File: config.mk
export PLATFORM = sky130hd
export DESIGN_NAME = traffic_controller_flat
export DESIGN_NICKNAME = d
export VERILOG_FILES = /design/src/rtl/traffic_controller_if.sv /design/src/rtl/traffic_controller.sv /design/src/flat_wrapper.sv
export SDC_FILE = /design/constraint.sdc
export NUM_CORES = 1
export LEC_CHECK = 0
export ABC_CLOCK_PERIOD_IN_PS = 2200
export CAP_MARGIN = 25
export CELL_PAD_IN_SITES_DETAIL_PLACEMENT = 0
export CELL_PAD_IN_SITES_GLOBAL_PLACEMENT = 1
export CORE_ASPECT_RATIO = 0.8
export CORE_MARGIN = 1
export CORE_UTILIZATION = 38
export CTS_CLUSTER_SIZE = 20
export DETAILED_ROUTE_END_ITERATION = 16
export PLACE_DENSITY = 0.85
export SKIP_LAST_GASP = 1
export SYNTH_ARGS = -nofsm -noshare
export SYNTH_HDL_FRONTEND = slang
export SYNTH_SLANG_ARGS = --single-unit
File: constraint.sdc
create_clock -name clkin -period 2.2 [get_ports clkin]
set_input_delay 0.44 -clock clkin [delete_from_list [all_inputs] [get_ports clkin]]
set_output_delay 0.44 -clock clkin [all_outputs]
set_load 0.01 [all_outputs]
File: src/rtl/traffic_controller_if.sv
`default_nettype none
// ---------------------------------------------------------------------------
// traffic_controller_if : sensor/time-base inputs and lamp outputs of the
//                         intersection controller.   Rev 1.0
// ---------------------------------------------------------------------------
interface traffic_controller_if;
   logic       tick;
   logic       ped_req;
   logic       ew_sensor;
   logic [2:0] ns_lamp;
   logic [2:0] ew_lamp;
   logic       walk;
   logic [2:0] phase;

   modport master (
      output tick, ped_req, ew_sensor,
      input  ns_lamp, ew_lamp, walk, phase
   );

   modport slave (
      input  tick, ped_req, ew_sensor,
      output ns_lamp, ew_lamp, walk, phase
   );
endinterface
`default_nettype wire

File: src/rtl/traffic_controller.sv
`default_nettype none
// ---------------------------------------------------------------------------
// traffic_controller : two-road intersection sequencer with pedestrian walk
//                      phase and east-west demand detection.   Rev 1.0
// ---------------------------------------------------------------------------
module traffic_controller #(
   parameter int GREEN_TICKS  = 30,
   parameter int YELLOW_TICKS = 4,
   parameter int ALLRED_TICKS = 2,
   parameter int WALK_TICKS   = 10
) (
   input  wire logic            clkin,
   input  wire logic            rst_n,
   traffic_controller_if.slave  bus
);

   localparam logic [2:0] S_NS_GREEN  = 3'd0;
   localparam logic [2:0] S_NS_YELLOW = 3'd1;
   localparam logic [2:0] S_RED1      = 3'd2;
   localparam logic [2:0] S_WALK      = 3'd3;
   localparam logic [2:0] S_EW_GREEN  = 3'd4;
   localparam logic [2:0] S_EW_YELLOW = 3'd5;
   localparam logic [2:0] S_RED2      = 3'd6;

   localparam logic [7:0] C_GREEN_M1  = 8'(GREEN_TICKS - 1);
   localparam logic [7:0] C_YELLOW_M1 = 8'(YELLOW_TICKS - 1);
   localparam logic [7:0] C_ALLRED_M1 = 8'(ALLRED_TICKS - 1);
   localparam logic [7:0] C_WALK_M1   = 8'(WALK_TICKS - 1);

   localparam logic [2:0] C_RED    = 3'b100;
   localparam logic [2:0] C_YELLOW = 3'b010;
   localparam logic [2:0] C_GREEN  = 3'b001;

   logic [2:0] state_q, state_d;
   logic [7:0] timer_q, timer_d;
   logic       ped_pending_q, ped_pending_d;
   logic       car_pending_q, car_pending_d;

   function automatic logic [7:0] load_value(input logic [2:0] s);
      case (s)
         S_NS_GREEN, S_EW_GREEN:   load_value = C_GREEN_M1;
         S_NS_YELLOW, S_EW_YELLOW: load_value = C_YELLOW_M1;
         S_WALK:                   load_value = C_WALK_M1;
         default:                  load_value = C_ALLRED_M1;
      endcase
   endfunction

   always_ff @(posedge clkin or negedge rst_n) begin
      if (!rst_n) begin
         state_q       <= S_RED2;
         timer_q       <= C_ALLRED_M1;
         ped_pending_q <= 1'b0;
         car_pending_q <= 1'b0;
      end else begin
         state_q       <= state_d;
         timer_q       <= timer_d;
         ped_pending_q <= ped_pending_d;
         car_pending_q <= car_pending_d;
      end
   end

   always_comb begin
      logic expired;
      state_d = state_q;
      timer_d = timer_q;
      expired = bus.tick && (timer_q == 8'd0);
      if (bus.tick && (timer_q != 8'd0)) begin
         timer_d = timer_q - 8'd1;
      end
      if (expired) begin
         case (state_q)
            // Without demand, NS_GREEN parks at timer 0 and retries every tick.
            S_NS_GREEN:  if (car_pending_q || ped_pending_q) state_d = S_NS_YELLOW;
            S_NS_YELLOW: state_d = S_RED1;
            S_RED1:      state_d = ped_pending_q ? S_WALK : S_EW_GREEN;
            S_WALK:      state_d = S_EW_GREEN;
            S_EW_GREEN:  state_d = S_EW_YELLOW;
            S_EW_YELLOW: state_d = S_RED2;
            S_RED2:      state_d = S_NS_GREEN;
            default:     state_d = S_RED2;
         endcase
      end
      if (state_d != state_q) begin
         timer_d = load_value(state_d);
      end

      ped_pending_d = ped_pending_q;
      if (bus.ped_req && (state_q != S_WALK)) ped_pending_d = 1'b1;
      if ((state_d == S_WALK) && (state_q != S_WALK)) ped_pending_d = 1'b0;

      car_pending_d = car_pending_q;
      if (bus.ew_sensor) car_pending_d = 1'b1;
      if ((state_d == S_EW_GREEN) && (state_q != S_EW_GREEN)) car_pending_d = 1'b0;
   end

   always_comb begin
      bus.ns_lamp = C_RED;
      bus.ew_lamp = C_RED;
      bus.walk    = 1'b0;
      bus.phase   = state_q;
      case (state_q)
         S_NS_GREEN:  bus.ns_lamp = C_GREEN;
         S_NS_YELLOW: bus.ns_lamp = C_YELLOW;
         S_EW_GREEN:  bus.ew_lamp = C_GREEN;
         S_EW_YELLOW: bus.ew_lamp = C_YELLOW;
         S_WALK:      bus.walk    = 1'b1;
         default:     bus.walk    = 1'b0;
      endcase
   end

endmodule
`default_nettype wire
File: src/flat_wrapper.sv
// flat-port wrapper written by rule: the top's interface ports become plain ports
module traffic_controller_flat 
#(
   parameter int GREEN_TICKS  = 30,
   parameter int YELLOW_TICKS = 4,
   parameter int ALLRED_TICKS = 2,
   parameter int WALK_TICKS   = 10
)
  (clkin, rst_n, bus_tick, bus_ped_req, bus_ew_sensor, bus_ns_lamp, bus_ew_lamp, bus_walk, bus_phase);
  traffic_controller_if bus_i ();
  input  wire logic clkin;
  input  wire logic rst_n;
  input wire logic [$bits(bus_i.tick)-1:0] bus_tick;
  input wire logic [$bits(bus_i.ped_req)-1:0] bus_ped_req;
  input wire logic [$bits(bus_i.ew_sensor)-1:0] bus_ew_sensor;
  output wire logic [$bits(bus_i.ns_lamp)-1:0] bus_ns_lamp;
  output wire logic [$bits(bus_i.ew_lamp)-1:0] bus_ew_lamp;
  output wire logic [$bits(bus_i.walk)-1:0] bus_walk;
  output wire logic [$bits(bus_i.phase)-1:0] bus_phase;
  assign bus_i.tick = bus_tick;
  assign bus_i.ped_req = bus_ped_req;
  assign bus_i.ew_sensor = bus_ew_sensor;
  assign bus_ns_lamp = bus_i.ns_lamp;
  assign bus_ew_lamp = bus_i.ew_lamp;
  assign bus_walk = bus_i.walk;
  assign bus_phase = bus_i.phase;
  traffic_controller #(.GREEN_TICKS(GREEN_TICKS), .YELLOW_TICKS(YELLOW_TICKS), .ALLRED_TICKS(ALLRED_TICKS), .WALK_TICKS(WALK_TICKS)) u_core (.clkin(clkin), .rst_n(rst_n), .bus(bus_i));
endmodule
==> metrics.log, run 1 <==
[metrics] H-Tree Depth: 1
[metrics] number of distinct library cells after synthesis: 36
[metrics] synthesized area: approximately 840 µm²
[metrics] clock-pin transition on the worst setup and hold timing paths: 0.09 ns
[metrics] area of the die: approximately 0.0024 mm²
[metrics] Period minus WS final: 2.135 ns
[metrics] Hold Crit Class: flip-flop to flip-flop
[metrics] gr ovfl total: 0
[metrics] Yosys reg bits: 13
[metrics] die width: around 55 µm
[metrics] RePlAce Congestion: approximately 0.76
[metrics] unrepaired setup endpoints after global routing: yes
[metrics] share of layout cells above drive strength 1: ~17%
[metrics] HPWL after detailed placement: 1490 µm
[metrics] number of antenna violations at the first check in global routing: 0
[metrics] cts bufs inserted: 3
[metrics] most area-consuming cells after synthesis: dfrtp_1, dfstp_2, nand3_1
[metrics] share of the synthesized area in the top cell type: between 20% and 30%
[metrics] Final Max Tran Viols: 0
[metrics] port bufs: 14
[metrics] Area after DPL: 0.001035 mm²
[metrics] Worst Skew: 0.002877 ns
[metrics] Setup crit start: u_core.bus.phase[1]
[metrics] reg-to-reg critical path startpoint: u_core.timer_q[0]
[metrics] Clock Tree Buf Depth: 2
[metrics] reg2reg path depth: 7
[metrics] family with the most delay on the worst path: buffers and inverters
[metrics] count of antenna-violating nets left after detailed routing: 0
[metrics] DRC marker count from the first detailed-route iteration: 13
[metrics] final-report setup violation count: 0
[metrics] DRC Markers: 0
[metrics] portion of the post-synthesis area used by sequential elements: between 30 and 40%
[metrics] CP required: between 1.5 and 2 ns
[metrics] Die Y: 44.04 µm
[metrics] clock tree root buffer cell: clkbuf_4
[metrics] logic depth of the worst setup path including buffers: 4
[metrics] nature of the critical path startpoint: flip-flop
[metrics] net total in the final layout: between 100 and 150
[metrics] count of filler cells inserted in the layout: 193
[metrics] Vias: 745
[metrics] Total Routed Length: between 1500 and 2000 µm
[metrics] Crit path arrival time: about 1.7 ns
[metrics] DRT Pass-1 Iters: 4
[metrics] highest clock frequency the design can meet: between 400 and 500 MHz
[metrics] IO Pins: 15
[metrics] internal reg-to-reg setup slack: around 0.28 ns
[metrics] total nets after synthesis: between 90 and 100
[metrics] Final Core Density: a little over half
[metrics] global-route track usage on met1: between 20% and 30%
[metrics] most used routing layer: met2
[metrics] Worst Setup Path Type: flip-flop to output pin
[metrics] final design area excluding fillers: about 0.0011 mm²
[metrics] leading cell types in the layout, fill and taps excluded: clkdlybuf4s50_1, dfrtp_1, nand2_1
[metrics] simple logic cell fraction of the synthesized area: 26.38%
[metrics] Via density: ~5.6
[metrics] site row count: 14
[metrics] Tcrit/Tclk final: between 90% and 100%
[metrics] commonest non-fill, non-tap cell in the layout: clkdlybuf4s50_1
[metrics] wire length of the first global-routing pass: ~3300 µm
[metrics] initial core utilization: a little over two fifths
[metrics] worst slew margin relative to its limit: approximately three fifths
[metrics] max-capacitance violation count: 0
[metrics] Area Growth Syn to Fin: 28.17%
[metrics] Worst setup EP type: output pin
[metrics] Yosys warning total: 0
[metrics] CTS tree: done
[metrics] clock network latency to the later pin of the worst-skew pair: between 0.2 and 0.3 ns
[metrics] overall power after layout: approximately 1.4 mW
[metrics] GR met2 Demand/Resource: between 30 and 40%
[metrics] share of synthesized area spent on multiplexers: approximately 6.7%
[metrics] Power Dens Cells: approximately 1300 mW/mm²
[metrics] Gate Count Post-Synth: 89
[metrics] worst-path maximum fanout: 5
[metrics] GRT met3 Usage: 6.186%
[metrics] number of global-route vias before repair: between 700 and 800
[metrics] worst voltage drop across the vdd grid: approximately 570 µV
[metrics] delay of the slowest cell on the worst path: approximately 0.58 ns
[metrics] CTS Sinks: 13
[metrics] pin count of the biggest net entering global routing: 14
[metrics] smallest hold slack: ~0.53 ns
[metrics] GRT Util Overall: roughly a fifth
[metrics] sequence of cells on the critical path: nor2b_2 > nand2_1 > inv_1 > clkdlybuf4s50_1
[metrics] status: finished, final reports clean
[metrics] area of the core region: just under 0.002 mm²
[metrics] combinational family with the most area after synthesis: simple AND/OR/NAND/NOR gates
[metrics] Leakage Power: ~0.47 nW
[metrics] worst hold path endpoint: u_core.timer_q[7]
[metrics] Buf+Inv Stages, Crit Path: 2
[metrics] number of antenna repair diodes: 0
[metrics] hold path cells: 1
[metrics] Worst path slowest cell: dfstp_2
[metrics] adder-cell share of the synthesized area: just under 3%
[metrics] final hold vios: 0
[metrics] endpoint of the lowest-slack register-to-register path: u_core.timer_q[3]
[metrics] Post-Synth XOR/XNOR Area: ~4.2%
[metrics] cell accounting for the most synthesized area: dfrtp_1
[metrics] Avg Synthesized Cell Area: 9.433 µm²
[metrics] fraction of the mapped netlist area in compound gates: 15.95%
[metrics] Tightest Pin Transition: between 0.6 and 0.7 ns
[metrics] Wirelength per Cell: 14.85 µm
[metrics] Worst Min Path Start: u_core.timer_q[7]
how the worst max path moves through the flow:
stage	slack, ns	endpoint
after floorplan	0.37	u_core.timer_q[2]
after global placement	0.16	u_core.timer_q[2]
after detailed placement	0.09	u_core.timer_q[3]
after CTS	0.04	bus_walk
after global routing	-0.01	bus_ew_lamp[1]
final	0.06	bus_walk
power by group:
group / switching [mW] / leakage (nW) / total, mW / internal [mW]
combinational: 0.388 / 0.308 / 0.777 / 0.389
clock: 0.0861 / 0.0150 / 0.156 / 0.0704
sequential: 0.143 / 0.148 / 0.501 / 0.358
flip-flops by register name, summed over array words and instances, names as in the netlist:
name,count
u_core.bus.phase,3
u_core.timer_q,8
u_core.ped_pending_q,1
u_core.car_pending_q,1
area by class of cell:
class / count / area (µm²) / area share (%)
Clock buffer: 4 / 26.28 / 2.442
Tap cell: 24 / 30.03 / 2.791
Inverter: 7 / 26.28 / 2.442
Timing Repair Buffer: 20 / 185.2 / 17.21
Sequential cell: 13 / 329.1 / 30.58
Multi-Input combinational cell: 66 / 479.2 / 44.54
timing repair:
item                       4_1_cts  5_1_grt
setup buffers                    1        0
hold buffers                     0        0
setup endpoints to repair        1        2
gates resized for setup          0        2
cells by family (layout without fill, tap and decap cells):
kind of cell / count (synthesis) / count (layout)
XOR/XNOR: 4 / 4
flip-flops: 13 / 13
AO/OA/AOI/OAI: 17 / 17
adder cells (fa/ha/maj): 2 / 2
buffers and inverters: 10 / 31
AND/OR/NAND/NOR: 38 / 38
multiplexers: 5 / 5
stage by stage:
step / setup TNS (ns) / std cells / setup WS, ns
2_1_floorplan: 0 / 89 / 0.3731
5_1_grt: -0.01420 / 134 / -0.01125
6_report: 0 / 134 / 0.06473
4_1_cts: 0 / 134 / 0.03585
3_3_place_gp: 0 / 129 / 0.1608
3_5_place_dp: 0 / 129 / 0.08855
metal layers:
metal / vias to the layer above / share of wire [%]
met1: 367 / 51
met3: 2 / 3.1
li1: 363 / -
met2: 13 / 46
met5: - / 0
met4: 0 / 0.65
worst register-to-register path: stages, from the launching register on:
cell      delay, ns
dfstp_2        0.56
inv_1          0.06
ha_1           0.25
nor4bb_1       0.15
buf_4          0.14
and2_1         0.23
a311oi_1       0.33
a211oi_1       0.09
cells in the mapped netlist:
library cell,number
o211ai_1,1
a311oi_1,3
xnor2_1,4
clkbuf_1,2
o22a_1,1
nand2b_1,1
a31oi_2,1
or3_1,1
nor2b_1,2
mux2i_1,3
nand2_1,8
o211a_1,1
nor4_4,1
nor2_1,7
nor3_1,4
nand4_4,1
or2_1,1
mux2_4,1
a31oi_1,1
nand3_1,7
ha_1,2
dfstp_2,3
nand4_1,1
or2_2,1
and2_1,1
o21ai_0,1
mux2_1,1
o21bai_1,2
a21oi_1,2
a32o_1,1
inv_1,7
a211oi_1,3
dfrtp_1,10
buf_2,1
nor3b_1,1
nor4bb_1,1
Note: power is estimated with default switching activity, not from simulation.
==> run 2: changes to the inputs <==
--- a/config.mk
+++ b/config.mk
@@ -19,3 +19,4 @@
 export SYNTH_ARGS = -nofsm -noshare
 export SYNTH_HDL_FRONTEND = slang
 export SYNTH_SLANG_ARGS = --single-unit
+export TNS_END_PERCENT = 5
==> run 2 against run 1 <==
  * Count of clock-buffer cells in the layout stayed put
  * Critical path depth decreased by 1
  * Fmax shrank 0.43%
  * Critical path type unchanged
  * Register-to-register slack hardly changed
  * Largest power group unchanged
  * Total power decreased by 0.47%
  * Highest routed layer unchanged
  * Wire length rose by 0.10%
==> metrics.log, run 2 (synthesis results as in run 1) <==
[metrics] wire length of the first global-routing pass: between 3000 and 4000 µm
[metrics] CTS Sinks: 13
[metrics] final-report setup violation count: 0
[metrics] net total in the final layout: ~120
[metrics] H-Tree Depth: 1
[metrics] cts bufs inserted: 3
[metrics] initial core utilization: ~42%
[metrics] number of non-filler instances in the completed layout: 134
[metrics] DRC Markers: 0
[metrics] worst slew margin relative to its limit: ~58%
[metrics] Hold Crit Class: flip-flop to flip-flop
[metrics] Leakage Power: around 0.47 nW
[metrics] worst-path maximum fanout: 5
[metrics] highest clock frequency the design can meet: approximately 470 MHz
[metrics] overall power after layout: roughly 1.4 mW
[metrics] share of layout cells above drive strength 1: ~16%
[metrics] HPWL after detailed placement: between 1000 and 1500 µm
[metrics] Setup crit start: u_core.bus.phase[1]
[metrics] Clock Tree Buf Depth: 2
[metrics] Power Dens Cells: 1333 mW/mm²
[metrics] Crit path arrival time: ~1.7 ns
[metrics] Area Growth Syn to Fin: 27.57%
[metrics] pin count of the biggest net entering global routing: 14
[metrics] RePlAce Congestion: around 0.76
[metrics] Worst setup EP type: output pin
[metrics] worst voltage drop across the vdd grid: ~570 µV
[metrics] Tcrit/Tclk final: a little over nine tenths
[metrics] IO Pins: 15
[metrics] final hold vios: 0
[metrics] sequence of cells on the critical path: or3_1 > inv_1 > clkdlybuf4s50_1
[metrics] count of filler cells inserted in the layout: slightly below 200
[metrics] Worst Skew: about 0.0032 ns
[metrics] max-capacitance violation count: 0
[metrics] Tightest Pin Transition: between 0.6 and 0.7 ns
[metrics] area of the core region: 0.001979 mm²
[metrics] commonest non-fill, non-tap cell in the layout: clkdlybuf4s50_1
[metrics] clock network latency to the later pin of the worst-skew pair: 0.28 ns
[metrics] CP required: between 1.5 and 2 ns
[metrics] site row count: 14
[metrics] end point of the critical path: bus_ns_lamp[0]
[metrics] placed cell count: roughly 130
[metrics] Worst Setup Path Type: flip-flop to output pin
[metrics] Die Y: between 40 and 50 µm
[metrics] unrepaired setup endpoints after global routing: yes
[metrics] gr ovfl total: 0
[metrics] DRC marker count from the first detailed-route iteration: 15
[metrics] clock-pin transition on the worst setup and hold timing paths: ~0.09 ns
[metrics] Total Routed Length: approximately 2000 µm
[metrics] Post-CTS Hold Fix Bufs: 0
[metrics] hold path cells: 1
[metrics] number of antenna violations at the first check in global routing: 0
[metrics] register bank with the most flops: u_core.timer_q
[metrics] port bufs: 14
[metrics] Period minus WS final: 2.144 ns
[metrics] number of flip-flops in the largest register: 8
[metrics] internal reg-to-reg setup slack: around 0.28 ns
[metrics] DRT Pass-1 Iters: 4
[metrics] Worst path slowest cell: clkdlybuf4s50_1
[metrics] number of antenna repair diodes: 0
[metrics] number of global-route vias before repair: just over 700
[metrics] status: finished, final reports clean
[metrics] clock tree root buffer cell: clkbuf_4
[metrics] Via density: 5.590
[metrics] Final TNS setup: 0 ns
[metrics] smallest hold slack: 0.5305 ns
[metrics] GRT Util Overall: 19.40%
[metrics] die width: 54.55 µm
[metrics] leading cell types in the layout, fill and taps excluded: clkdlybuf4s50_1, dfrtp_1, nand2_1
[metrics] nature of the critical path startpoint: flip-flop
[metrics] reg-to-reg critical path startpoint: u_core.timer_q[0]
[metrics] Final Max Tran Viols: 0
[metrics] Wirelength per Cell: 14.87 µm
[metrics] Vias: ~750
[metrics] CTS tree: done
[metrics] endpoint of the lowest-slack register-to-register path: u_core.timer_q[3]
[metrics] count of antenna-violating nets left after detailed routing: 0
[metrics] reg2reg path depth: 7
[metrics] Area after DPL: roughly 0.0010 mm²
[metrics] delay of the slowest cell on the worst path: around 0.52 ns
[metrics] area of the die: 0.002402 mm²
[metrics] final design area excluding fillers: 0.001071 mm²
[run 2: cell counts in the layout (fill, tap and decap cells not counted)]
Identical to the previous run, type by type.
[run 2: cell type report]
class | count | area [µm²] | share of cell area (%)
Inverter | 7 | 26.28 | 2.453
Clock buffer | 4 | 26.28 | 2.453
Multi-Input combinational cell | 66 | 474.2 | 44.28
Sequential cell | 13 | 329.1 | 30.72
Timing Repair Buffer | 20 | 185.2 | 17.29
Tap cell | 24 | 30.03 | 2.804
[run 2: where the power goes]
group	leakage [nW]	total (mW)	switching [mW]	internal [mW]
combinational	0.307	0.772	0.389	0.383
clock	0.0150	0.156	0.0860	0.0704
sequential	0.148	0.500	0.141	0.358
[run 2: routing by layer]
metal / vias up / track usage (%) / part of all wire, %
li1: 362 / - / -
met1: 369 / 26.08 / 50
met2: 16 / 30.98 / 45
met3: 2 / 6.186 / 4.3
met4: 0 / 3.077 / 0.65
met5: - / 0 / 0
[run 2: worst min path at each step]
stage	start	to	slack, ns
global placement	u_core.timer_q[7]	u_core.timer_q[7]	0.50
CTS	u_core.timer_q[7]	u_core.timer_q[7]	0.52
detailed placement	u_core.timer_q[7]	u_core.timer_q[7]	0.51
global route	u_core.timer_q[7]	u_core.timer_q[7]	0.56
finish	u_core.timer_q[7]	u_core.timer_q[7]	0.53
floorplan	rst_n	u_core.bus.phase[0]	0.14
[run 2: critical path, delay by kind of cell (launching register included)]
family	cells	cell delay [ns]
buffers and inverters	2	0.59
DFF	1	0.40
and+or+nand+nor	1	0.43
[run 2: what timing repair did]
| item | in CTS | in global routing |
|---|---|---|
| pin swaps | 0 | 0 |
| endpoints found under the setup margin | 1 | 2 |
| resized for setup | 0 | 1 |
| buffers inserted | 1 | 0 |
[run 2: stage by stage]
stage          worst slack [ns]  utilization [%]
6_report                0.05558            54.11
5_1_grt                -0.01268            54.11
4_1_cts                 0.03585            53.98
3_5_place_dp            0.08855            52.28
3_3_place_gp             0.1608            52.28
2_1_floorplan            0.3731                -
==> run 3: changes to the inputs <==
--- a/config.mk
+++ b/config.mk
@@ -15,6 +15,7 @@
 export CTS_CLUSTER_SIZE = 20
 export DETAILED_ROUTE_END_ITERATION = 16
 export PLACE_DENSITY = 0.85
+export SETUP_SLACK_MARGIN = 0.05
 export SKIP_LAST_GASP = 1
 export SYNTH_ARGS = -nofsm -noshare
 export SYNTH_HDL_FRONTEND = slang
==> run 3 against run 2 <==
  * Critical path depth up 1
  * Final area up 1.4%
  * Critical path type unchanged
  * Wire length grew 0.65%
  * Sequential cell count unchanged
  * Via count is 0.53% higher
  * Clock skew grew 0.0013 ns
==> metrics.log, run 3 (synthesis results as in run 1) <==
[metrics] Power Dens Cells: approximately 1300 mW/mm²
[metrics] hold path cells: 1
[metrics] CTS Sinks: 13
[metrics] final hold vios: 0
[metrics] RePlAce Congestion: between 0.7 and 0.8
[metrics] net total in the final layout: ~120
[metrics] worst-path maximum fanout: 7
[metrics] cts bufs inserted: 3
[metrics] port bufs: 14
[metrics] max-capacitance violation count: 0
[metrics] initial core utilization: a little over two fifths
[metrics] commonest non-fill, non-tap cell in the layout: clkdlybuf4s50_1
[metrics] Final Core Density: 54.87%
[metrics] number of antenna violations at the first check in global routing: 0
[metrics] nature of the critical path startpoint: flip-flop
[metrics] Tightest Pin Transition: about 0.63 ns
[metrics] number of non-filler instances in the completed layout: approximately 140
[metrics] Post-CTS Hold Fix Bufs: 0
[metrics] H-Tree Depth: 1
[metrics] worst slew margin relative to its limit: between 50% and 60%
[metrics] wire length of the first global-routing pass: 3312 µm
[metrics] count of filler cells inserted in the layout: about 190
[metrics] clock network latency to the later pin of the worst-skew pair: about 0.28 ns
[metrics] die width: 54.55 µm
[metrics] Die Y: between 40 and 50 µm
[metrics] DRC Markers: 0
[metrics] Worst setup EP type: output pin
[metrics] area of the core region: slightly below 0.002 mm²
[metrics] CP required: between 1.5 and 2 ns
[metrics] count of antenna-violating nets left after detailed routing: 0
[metrics] DRT Pass-1 Iters: 4
[metrics] clock tree root buffer cell: clkbuf_4
[metrics] Period minus WS final: 2.140 ns
[metrics] clock-pin transition on the worst setup and hold timing paths: 0.09 ns
[metrics] CTS tree: done
[metrics] IO Pins: 15
[metrics] Via density: ~5.6
[metrics] pin count of the biggest net entering global routing: 14
[metrics] leading cell types in the layout, fill and taps excluded: clkdlybuf4s50_1, dfrtp_1, nand2_1
[metrics] placed cell count: about 130
[metrics] Final Max Tran Viols: 0
[metrics] number of flip-flops in the largest register: 8
[metrics] Crit path arrival time: roughly 1.7 ns
[metrics] number of global-route vias before repair: ~730
[metrics] footprint of the multi-input gates: 479.2 µm²
[metrics] unrepaired setup endpoints after global routing: yes
[metrics] register bank with the most flops: u_core.timer_q
[metrics] Worst Skew: 0.004479 ns
[metrics] Total Routed Length: about 2000 µm
[metrics] Area Growth Syn to Fin: 29.36%
[metrics] status: finished, final reports clean
[metrics] highest clock frequency the design can meet: 467.4 MHz
[metrics] number of antenna repair diodes: 0
[metrics] area of the die: 0.002402 mm²
[metrics] Final TNS setup: 0 ns
[metrics] Tcrit/Tclk final: a little over nine tenths
[metrics] GRT Util Overall: between 10% and 20%
[metrics] internal reg-to-reg setup slack: ~0.28 ns
[metrics] reg2reg path depth: 7
[metrics] Wirelength per Cell: ~15 µm
[metrics] HPWL after detailed placement: between 1000 and 1500 µm
[metrics] Hold Crit Class: flip-flop to flip-flop
[metrics] share of layout cells above drive strength 1: 18.02%
[metrics] worst voltage drop across the vdd grid: between 600 and 700 µV
[metrics] Vias: 753
[metrics] Leakage Power: ~0.49 nW
[metrics] final-report setup violation count: 0
[metrics] Clock Tree Buf Depth: 2
[metrics] Storage cell area: around 330 µm²
[metrics] gr ovfl total: 0
[metrics] Worst Setup Path Type: flip-flop to output pin
[metrics] site row count: 14
[metrics] DRC marker count from the first detailed-route iteration: 9
## run 3: changes by cell type in the layout (fill, tap and decap cells not counted), sizes merged
cell           previous run  this run
buf                       6         7
dlymetal6s2s              0         1
clkdlybuf4s50            14        13
## run 3: final timing paths
kind | from | endpoint
max in group asynchronous | rst_n | u_core.timer_q[5]
max | u_core.bus.phase[1] | bus_ns_lamp[1]
max reg2reg | u_core.timer_q[0] | u_core.timer_q[3]
min in group asynchronous | rst_n | u_core.timer_q[3]
min | u_core.timer_q[7] | u_core.timer_q[7]
min reg2reg | u_core.timer_q[7] | u_core.timer_q[7]
## run 3: metrics by stage
stage | worst slack [ns] | hold slack [ns] | power, mW | area, µm²
floorplan | 0.3731 | 0.1444 | 0.9629 | 839.6
global placement | 0.1608 | 0.4974 | 1.231 | 1035
detailed placement | 0.08855 | 0.5065 | 1.251 | 1035
CTS | 0.04777 | 0.5241 | 1.429 | 1071
global route | 0.0001894 | 0.5564 | 1.546 | 1086
finish | 0.06041 | 0.5252 | 1.446 | 1086
## run 3: layout make-up
| type | count | area share [%] |
|---|---|---|
| Multi-Input combinational cell | 66 | 44.12 |
| Timing Repair Buffer | 21 | 17.97 |
| Sequential cell | 13 | 30.30 |
| Clock buffer | 4 | 2.419 |
| Inverter | 7 | 2.419 |
| Tap cell | 24 | 2.765 |
## run 3: critical path, cell delays in order, from the launching register on
cell             delay, ns
dfstp_2               0.41
buf_4                 0.16
or2_1                 0.23
nor2_1                0.08
clkdlybuf4s50_1       0.53
## run 3: timing repair
action | in CTS | in global routing
gates resized for setup | 1 | 2
endpoints found under the setup margin | 2 | 6
setup buffers | 1 | 1
## run 3: where the power goes
group          internal [mW]  switching [mW]
clock network         0.0704          0.0861
logic                  0.397           0.398
registers              0.358           0.137
total                  0.825           0.621
## run 3: layer usage
layer	vias up	wire [µm]	global-route usage (%)	share of wire, %
met5	-	0	0	0
met4	0	13	3.077	0.65
met3	2	66	6.186	3.3
met2	12	910	31.22	45
met1	375	1015	26.08	51
li1	364	-	-	-
